### src/rtl/hazard_pkg.sv
// Shared types and constants for the load-use hazard / pipeline-control unit.
// Also used by the optional performance counters enabled with HAZARD_PERF_EN.
package hazard_pkg;

  typedef enum logic {RUN, LDSTALL} state_e;

  localparam int REG_ZERO = 0;

  typedef struct packed {
    logic pc_write;
    logic ifid_load;
    logic ifid_flush;
    logic idex_flush;
    logic pipe_hold;
  } ctrl_t;

  localparam ctrl_t CTRL_RUN    = ctrl_t'(5'b11000);
  localparam ctrl_t CTRL_STALL  = ctrl_t'(5'b00010);
  localparam ctrl_t CTRL_FLUSH  = ctrl_t'(5'b11110);
  localparam ctrl_t CTRL_FREEZE = ctrl_t'(5'b00001);
  localparam ctrl_t CTRL_RESET  = ctrl_t'(5'b00110);

endpackage

### src/rtl/hazard_ctrl_if.sv
// Pipeline <-> hazard unit bundle: ID-stage operand info in, PC/IF/ID/ID/EX controls out.
interface hazard_ctrl_if #(
  parameter int REG_ADDR_W = 5,
  parameter int NUM_SRC    = 2
);
  logic [NUM_SRC*REG_ADDR_W-1:0] IFIDRs;
  logic [NUM_SRC-1:0]            IFIDRsUsed;
  logic [REG_ADDR_W-1:0]         IDExRt;
  logic                          IDExMemRead;
  logic                          BranchTaken;
  logic                          MemBusy;
  logic                          PcWrite;
  logic                          IFIDLoad;
  logic                          IFIDFlush;
  logic                          IDExFlush;
  logic                          PipeHold;

  modport master (
    output IFIDRs, IFIDRsUsed, IDExRt, IDExMemRead, BranchTaken, MemBusy,
    input  PcWrite, IFIDLoad, IFIDFlush, IDExFlush, PipeHold
  );

  modport slave (
    input  IFIDRs, IFIDRsUsed, IDExRt, IDExMemRead, BranchTaken, MemBusy,
    output PcWrite, IFIDLoad, IFIDFlush, IDExFlush, PipeHold
  );
endinterface

### src/rtl/hazard_match.sv
// NUM_SRC-way compare of IF/ID source operands against the ID/EX load destination.
module hazard_match
  import hazard_pkg::*;
#(
  parameter int REG_ADDR_W = 5,
  parameter int NUM_SRC    = 2
) (
  input  logic [NUM_SRC*REG_ADDR_W-1:0] rs_i,
  input  logic [NUM_SRC-1:0]            used_i,
  input  logic [REG_ADDR_W-1:0]         rt_i,
  input  logic                          mem_read_i,
  output logic                          hazard_o
);

  logic [NUM_SRC-1:0] hit;

  for (genvar g = 0; g < NUM_SRC; g++) begin : g_src
    assign hit[g] = used_i[g] && (rs_i[g*REG_ADDR_W +: REG_ADDR_W] == rt_i);
  end

  // r0 is hardwired, so a load targeting it never creates a dependency
  assign hazard_o = mem_read_i && (rt_i != REG_ADDR_W'(REG_ZERO)) && (|hit);

endmodule

### src/rtl/hazard_ctrl.sv
// Load-use hazard / pipeline control: freeze > branch flush > multi-cycle load stall > run.
// Define HAZARD_PERF_EN to add saturating PerfStall/PerfFlush counters.
module hazard_ctrl
  import hazard_pkg::*;
#(
  parameter int REG_ADDR_W = 5,
  parameter int NUM_SRC    = 2,
  parameter int LOAD_LAT   = 1
) (
  input  logic        clk,
  input  logic        rst_n,
`ifdef HAZARD_PERF_EN
  output logic [15:0] PerfStall,
  output logic [15:0] PerfFlush,
`endif
  hazard_ctrl_if.slave hz
);

  localparam int CNT_W = $clog2(LOAD_LAT + 1);

  state_e           state_q, state_d;
  logic [CNT_W-1:0] cnt_q, cnt_d;
  logic             hazard;
  ctrl_t            ctrl, ctrl_out;

  hazard_match #(.REG_ADDR_W(REG_ADDR_W), .NUM_SRC(NUM_SRC)) u_match (
    .rs_i       (hz.IFIDRs),
    .used_i     (hz.IFIDRsUsed),
    .rt_i       (hz.IDExRt),
    .mem_read_i (hz.IDExMemRead),
    .hazard_o   (hazard)
  );

  always_ff @(posedge clk or negedge rst_n) begin
    if (!rst_n) begin
      state_q <= RUN;
      cnt_q   <= '0;
    end else begin
      state_q <= state_d;
      cnt_q   <= cnt_d;
    end
  end

  always_comb begin
    ctrl    = CTRL_RUN;
    state_d = state_q;
    cnt_d   = cnt_q;
    if (hz.MemBusy) begin
      ctrl = CTRL_FREEZE;
    end else if (hz.BranchTaken) begin
      ctrl    = CTRL_FLUSH;
      state_d = RUN;
      cnt_d   = '0;
    end else if (state_q == LDSTALL) begin
      // detection cycle already supplied the first bubble; cnt_q covers the rest
      ctrl  = CTRL_STALL;
      cnt_d = cnt_q - 1'b1;
      if (cnt_q == CNT_W'(1)) state_d = RUN;
    end else if (hazard) begin
      ctrl = CTRL_STALL;
      if (LOAD_LAT > 1) begin
        state_d = LDSTALL;
        cnt_d   = CNT_W'(LOAD_LAT - 1);
      end
    end
  end

  assign ctrl_out     = rst_n ? ctrl : CTRL_RESET;
  assign hz.PcWrite   = ctrl_out.pc_write;
  assign hz.IFIDLoad  = ctrl_out.ifid_load;
  assign hz.IFIDFlush = ctrl_out.ifid_flush;
  assign hz.IDExFlush = ctrl_out.idex_flush;
  assign hz.PipeHold  = ctrl_out.pipe_hold;

`ifdef HAZARD_PERF_EN
  logic        stall_ev, flush_ev;
  logic [15:0] perf_stall_q, perf_flush_q;

  assign stall_ev = !hz.MemBusy && !hz.BranchTaken && ((state_q == LDSTALL) || hazard);
  assign flush_ev = !hz.MemBusy && hz.BranchTaken;

  always_ff @(posedge clk or negedge rst_n) begin
    if (!rst_n) begin
      perf_stall_q <= '0;
      perf_flush_q <= '0;
    end else begin
      if (stall_ev && perf_stall_q != 16'hFFFF) perf_stall_q <= perf_stall_q + 16'd1;
      if (flush_ev && perf_flush_q != 16'hFFFF) perf_flush_q <= perf_flush_q + 16'd1;
    end
  end

  assign PerfStall = perf_stall_q;
  assign PerfFlush = perf_flush_q;
`endif

endmodule

### src/flat_wrapper.sv
// flat-port wrapper written by rule: the top's interface ports become plain ports
module hazard_ctrl_flat import hazard_pkg::*;
#(
  parameter int REG_ADDR_W = 5,
  parameter int NUM_SRC    = 2,
  parameter int LOAD_LAT   = 1
)
  (clk, rst_n, hz_IFIDRs, hz_IFIDRsUsed, hz_IDExRt, hz_IDExMemRead, hz_BranchTaken, hz_MemBusy, hz_PcWrite, hz_IFIDLoad, hz_IFIDFlush, hz_IDExFlush, hz_PipeHold);
  hazard_ctrl_if #(.REG_ADDR_W(REG_ADDR_W), .NUM_SRC(NUM_SRC)) hz_i ();
  input  logic clk;
  input  logic rst_n;
  input wire logic [$bits(hz_i.IFIDRs)-1:0] hz_IFIDRs;
  input wire logic [$bits(hz_i.IFIDRsUsed)-1:0] hz_IFIDRsUsed;
  input wire logic [$bits(hz_i.IDExRt)-1:0] hz_IDExRt;
  input wire logic [$bits(hz_i.IDExMemRead)-1:0] hz_IDExMemRead;
  input wire logic [$bits(hz_i.BranchTaken)-1:0] hz_BranchTaken;
  input wire logic [$bits(hz_i.MemBusy)-1:0] hz_MemBusy;
  output wire logic [$bits(hz_i.PcWrite)-1:0] hz_PcWrite;
  output wire logic [$bits(hz_i.IFIDLoad)-1:0] hz_IFIDLoad;
  output wire logic [$bits(hz_i.IFIDFlush)-1:0] hz_IFIDFlush;
  output wire logic [$bits(hz_i.IDExFlush)-1:0] hz_IDExFlush;
  output wire logic [$bits(hz_i.PipeHold)-1:0] hz_PipeHold;
  assign hz_i.IFIDRs = hz_IFIDRs;
  assign hz_i.IFIDRsUsed = hz_IFIDRsUsed;
  assign hz_i.IDExRt = hz_IDExRt;
  assign hz_i.IDExMemRead = hz_IDExMemRead;
  assign hz_i.BranchTaken = hz_BranchTaken;
  assign hz_i.MemBusy = hz_MemBusy;
  assign hz_PcWrite = hz_i.PcWrite;
  assign hz_IFIDLoad = hz_i.IFIDLoad;
  assign hz_IFIDFlush = hz_i.IFIDFlush;
  assign hz_IDExFlush = hz_i.IDExFlush;
  assign hz_PipeHold = hz_i.PipeHold;
  hazard_ctrl #(.REG_ADDR_W(REG_ADDR_W), .NUM_SRC(NUM_SRC), .LOAD_LAT(LOAD_LAT)) u_core (.clk(clk), .rst_n(rst_n), .hz(hz_i));
endmodule
### config.mk
export PLATFORM = sky130hd
export DESIGN_NAME = hazard_ctrl_flat
export DESIGN_NICKNAME = d
export VERILOG_FILES = /design/src/rtl/hazard_pkg.sv /design/src/rtl/hazard_ctrl_if.sv /design/src/rtl/hazard_match.sv /design/src/rtl/hazard_ctrl.sv /design/src/flat_wrapper.sv
export SDC_FILE = /design/constraint.sdc
export NUM_CORES = 1
export LEC_CHECK = 0
export ABC_AREA = 0
export BUFFER_PORTS_ARGS = -buffer_cell sky130_fd_sc_hd__buf_2
export CAP_MARGIN = 20
export CORE_AREA = 2 2 39 41
export CTS_BUF_LIST = sky130_fd_sc_hd__clkbuf_2 sky130_fd_sc_hd__clkbuf_4 sky130_fd_sc_hd__clkbuf_8
export DETAILED_ROUTE_END_ITERATION = 8
export DIE_AREA = 0 0 41 43
export PLACE_DENSITY_LB_ADDON = 0.15
export SYNTH_ARGS = -nofsm -noshare
export SYNTH_HDL_FRONTEND = slang
export SYNTH_SLANG_ARGS = --single-unit
### constraint.sdc
create_clock -name clk -period 3.96 [get_ports clk]
set_input_delay 0.594 -clock clk [delete_from_list [all_inputs] [get_ports clk]]
set_output_delay 0.594 -clock clk [all_outputs]
set_load 0.01 [all_outputs]
==> qor.csv, run 1 <==
metric,value,unit
run_status,"complete, no violations",
antenna_found_initial,0,
fin_skew,0.466,ps
p_switching,30.0,uW
cts_tree,built,
ctsResizeCount,0,
die_w,41,um
crit_top_cell,buf_2,
critPathTopFamily,compound AO/OA/AOI/OAI gates,
pre_cts_ws,1520,ps
io_buffers,26,
worstPathMaxFanout,3,
powerDensity,238,nW/um2
clock_power_share,41.4,%
postSynthRegisterBits,2,
synth_warnings,0,
postCtsSetupBuffers,0,
setup_viol,0,
synthArstFlopShare,100,%
antenna_cells,0,
topRoutingLayerUsed,met4,
vias_per_cell,4.33,
post-dp-hpwl,655,um
fin_ws,1560,ps
drt_iter0_drc,0,
root_buffer,clkbuf_4,
grt-ovfl-total,0,
finalPower,105,uW
synth_nets,58,
met3WireLength,45,um
syn_avg_cell_area,7.68,um2
cp_slowest_cell,o311a_1,
critPathMaxStageDelay,350,ps
cts.sinks,2,
cts.htree.levels,1,
fin_crit_sh,60.7,%
worst-path-stages,6,
routabilityCongestion,0.675,
ys.flop_type,dfrtp_1,
yosysTopAreaCellShare,25.3,%
design.core.area,1380,um2
rsz0062_at_grt,no,
slew_viol_final,0,
grt.total_usage,9.03,%
p_sw_share,28.6,%
wl_per_cell,9.11,um
vias,346,
drive_gt1_share,46.9,%
max_freq,416,MHz
synth_cells,36,
rr_worst_depth,4,
grt_pass1_vias,304,
synth_edf_count,0,
slew-limit-headroom,80.7,%
crit_chain,buf_2 > xor2_1 > nor4_1 > a32oi_1 > o311a_1 > buf_2,
peakVddDrop,0.166,mV
start_util,20.0,%
cap_violations,0,
yosys.area.top_type,xor2_1,
ioPinCount,27,
grt_max_degree,9,
clk_latency,220,ps
synth_area,277,um2
synthDistinctLibCells,19,
hold_buffers,0,
p_leak,0.000222,uW
met1Wirelength,289,um
yosys-top-cells-area,"xor2_1, dfrtp_1, xnor2_1",
area_growth_syn_to_layout,59.7,%
hold_class,in2async,
wirelength,729,um
drtAntennaViolNets,0,
clk_path_buf_depth,2,
nNetsFinal,88,
seq_area_frac_synth,18.1,%
grt_pass1_wl,1.13,mm
cts_made_buffers,3,
hold_violations,0,
wl_met2,386,um
tightest_slew,287,ps
netlist_top_cells_count,"xor2_1, inv_1, nor2_1, o21ai_0",
crit_required,3370,ps
worst-path-buf-inv,2,
die_area,1760,um2
critPathCaptureType,output port,
yosysMostFrequentCell,xor2_1,
die_h,43,um
min_period,2400,ps
first_pass_iters,1,
p_int,74.9,uW
worstSetupStartpointType,input port,
rows,14,
critPathKind,in2out,
finalSetupTns,0,ps
drc,0,
pwr-share-comb,34.9,%
p_seq_share,23.7,%
hold_slack,168,ps
arrival,1810,ps
clk_pin_slew,30,ps
[cell type report]
type                            count  area, um2
Inverter                            3       11.3
Multi-Input combinational cell     30        208
Timing Repair Buffer               26        130
Fill cell                         156        942
Clock buffer                        3       22.5
Tap cell                           16       20.0
Sequential cell                     2       50.0
[layer usage]
layer | up-vias | GRT usage [%]
met5 | - | 0
met4 | 0 | 4.00
met3 | 2 | 1.57
met2 | 9 | 15.0
met1 | 152 | 10.6
li1 | 183 | -
[power groups by stage]
stage / combinational, uW / sequential (uW) / clock, uW
after global placement: 37.4 / 25.0 / 0
after CTS: 37.3 / 24.9 / 45.3
after floorplan: 18.4 / 24.6 / 0
after global routing: 41.0 / 25.6 / 47.6
final: 36.6 / 24.8 / 43.4
after detailed placement: 37.0 / 25.2 / 0
[kinds of logic (layout without fill, tap and decap cells)]
logic type | Yosys count | in the layout | share of synthesized area (%)
AO/OA/AOI/OAI | 8 | 8 | 18.6
AND/OR/NAND/NOR | 12 | 12 | 24.9
buffers and inverters | 4 | 32 | 6.79
flip-flops | 2 | 2 | 18.1
XOR/XNOR | 10 | 10 | 31.7
[layout by cell type (no fill, tap or decap), drive strengths merged]
cell type	instances
buf	26
xor2	8
o21ai	3
inv	3
nor2	3
clkbuf	3
xnor2	2
a21oi	2
nand2	2
dfrtp	2
nor4	2
and2	2
a32oi	1
or4	1
o31ai	1
nor2b	1
o311a	1
nor3	1
[sequential cells by signal, summed over array words and instances (netlist names)]
| name | cells |
|---|---|
| u_core.cnt_q | 1 |
| u_core.state_q | 1 |
[path summary, 6_finish.rpt]
check | endpoint | slack (ps) | startpoint
worst max-delay path | hz_IFIDLoad | 1560 | hz_IDExRt[3]
max in group asynchronous | u_core.cnt_q$_DFFE_PN0P_ | 3680 | rst_n
worst max register to register | u_core.cnt_q$_DFFE_PN0P_ | 3090 | u_core.state_q$_DFFE_PN0N_
worst min register to register | u_core.cnt_q$_DFFE_PN0P_ | 540 | u_core.cnt_q$_DFFE_PN0P_
worst min-delay path | u_core.state_q$_DFFE_PN0N_ | 170 | rst_n
min in group clk | u_core.cnt_q$_DFFE_PN0P_ | 540 | u_core.cnt_q$_DFFE_PN0P_
[through the flow]
step	util, %	std cells	cell area [um2]
global route	31.9	80	442
global placement	30.3	77	419
floorplan	-	36	277
finish	31.9	80	442
CTS	31.9	80	442
detailed placement	30.3	77	419
Power figures use the tool's default switching activity.
==> run 2, diff against run 1 <==
==> constraint.sdc (replaced) <==
create_clock -name clk -period 2.1 [get_ports clk]
set_input_delay 0.315 -clock clk [delete_from_list [all_inputs] [get_ports clk]]
set_output_delay 0.315 -clock clk [all_outputs]
set_load 0.01 [all_outputs]
==> run 2 against run 1 <==
  * Clock power up 85%
  * Largest power group unchanged
  * Critical path depth down 1
  * Highest routed layer is now met3
  * Sequential power up 90%
  * Core utilization up 0.72 points
  * Setup slack worse by 1300 ps
  * Global-route usage up 0.40 points
  * Via count down 2.9%
  * Count of clock-buffer cells in the layout unchanged
  * Sequential cell count unchanged
  * Hold slack better by 180 ps
  * Final area up 2.3%
==> qor.csv, run 2 (synthesis gave the netlist of run 1 again) <==
metric,value,unit
routabilityCongestion,0.675,
first_pass_iters,1,
ioPinCount,27,
clk_pin_slew,30,ps
crit_start,hz_IDExRt[0],
die_area,1760,um2
antenna_cells,0,
worstPathMaxFanout,3,
grt_max_degree,9,
grt.total_usage,9.43,%
min_period,1850,ps
rsz0062_at_grt,no,
slew_viol_final,0,
nNetsFinal,89,
crit_required,1780,ps
max_freq,542,MHz
powerDensity,439,nW/um2
final_cell_mix,"buf_2, xor2_1",
final_common_cell,buf_2,
run_status,"complete, no violations",
arrival,1530,ps
hold_violations,0,
setup_viol,0,
reg2reg_to,u_core.cnt_q$_DFFE_PN0P_,
wl_per_cell,9.22,um
postCtsSetupBuffers,0,
peakVddDrop,0.324,mV
io_buffers,26,
tightest_slew,286,ps
clk_latency,220,ps
drc,0,
drt_iter0_drc,0,
grt_pass1_wl,1.19,mm
rr_worst_depth,4,
post-dp-hpwl,659,um
critPathCaptureType,output port,
cts.htree.levels,1,
die_w,41,um
critPathKind,in2out,
reg_top3,"u_core.cnt_q: 1 flops, u_core.state_q: 1 flops",
vias,336,
finalSetupTns,0,ps
fill_cells,152,
drtAntennaViolNets,0,
worstSetupStartpointType,input port,
p_leak,0.000226,uW
antenna_found_initial,0,
drive_gt1_share,46.2,%
rr_startpoint,u_core.state_q$_DFFE_PN0N_,
start_util,20.0,%
wirelength,747,um
cts_made_buffers,3,
fin_crit_sh,87.9,%
reg2reg_slack,1230,ps
cp-endpoint,hz_IFIDLoad,
pre_cts_ws,218,ps
cap_violations,0,
rows,14,
die_h,43,um
slew-limit-headroom,80.8,%
grt_pass1_vias,318,
design.core.area,1380,um2
grt-ovfl-total,0,
hold_class,in2reg,
fin_ws,254,ps
cts.sinks,2,
area_growth_syn_to_layout,63.3,%
hold_slack,350,ps
fin_skew,0.0420,ps
vias_per_cell,4.15,
root_buffer,clkbuf_4,
clk_path_buf_depth,2,
cts_tree,built,
## run 2: per-layer routing
layer	up-vias	part of all wire, %	wire, um	global-route usage [%]
li1	183	-	-	-
met1	146	41	303	11.2
met2	7	53	396	15.6
met3	0	6.3	47	1.57
met4	0	0	0	4.00
met5	-	0	0	0
## run 2: worst min-delay path by stage
| stage | end | slack (ps) | cells after the start | start |
|---|---|---|---|---|
| 3_3_place_gp | u_core.cnt_q$_DFFE_PN0P_ | 120 | 1 | rst_n |
| 5_1_grt | u_core.cnt_q$_DFFE_PN0P_ | 370 | 2 | hz_BranchTaken |
| 3_5_place_dp | u_core.cnt_q$_DFFE_PN0P_ | 120 | 1 | rst_n |
| 4_1_cts | u_core.cnt_q$_DFFE_PN0P_ | 340 | 2 | hz_BranchTaken |
| 6_report | u_core.cnt_q$_DFFE_PN0P_ | 350 | 2 | hz_BranchTaken |
| 2_1_floorplan | u_core.cnt_q$_DFFE_PN0P_ | 20 | 0 | rst_n |
## run 2: timing repair
item | 4_1_cts | 5_1_grt
hold buffers | 1 | 0
gates resized for setup | 0 | 0
endpoints found under the hold margin | 2 | 0
## run 2: metrics by stage
stage	utilization, %	area (um2)	power [uW]	instances
floorplan	-	277	81.1	36
global placement	30.3	419	118	77
detailed placement	30.3	419	117	77
CTS	32.6	452	204	81
global route	32.6	452	217	81
finish	32.6	452	198	81
## run 2: report_power, final
part	total (uW)	switching (uW)	leakage [uW]	internal [uW]
Sequential	47.1	4.21	0.0000272	42.9
Clock	80.5	17.9	0.0000138	62.7
Combinational	70.7	33.9	0.000185	36.8
## run 2: layout make-up
type                            count  area, um2  area share [%]
Multi-Input combinational cell     30        208            46.0
Clock buffer                        3       22.5            4.99
Inverter                            3       11.3            2.49
Sequential cell                     2       50.0            11.1
Timing Repair Buffer               27        140            31.0
Tap cell                           16       20.0            4.43
## run 2: critical path: stages
cell,delay [ps]
buf_2,120
or4_1,500
o21ai_0,260
o311a_1,200
buf_2,130
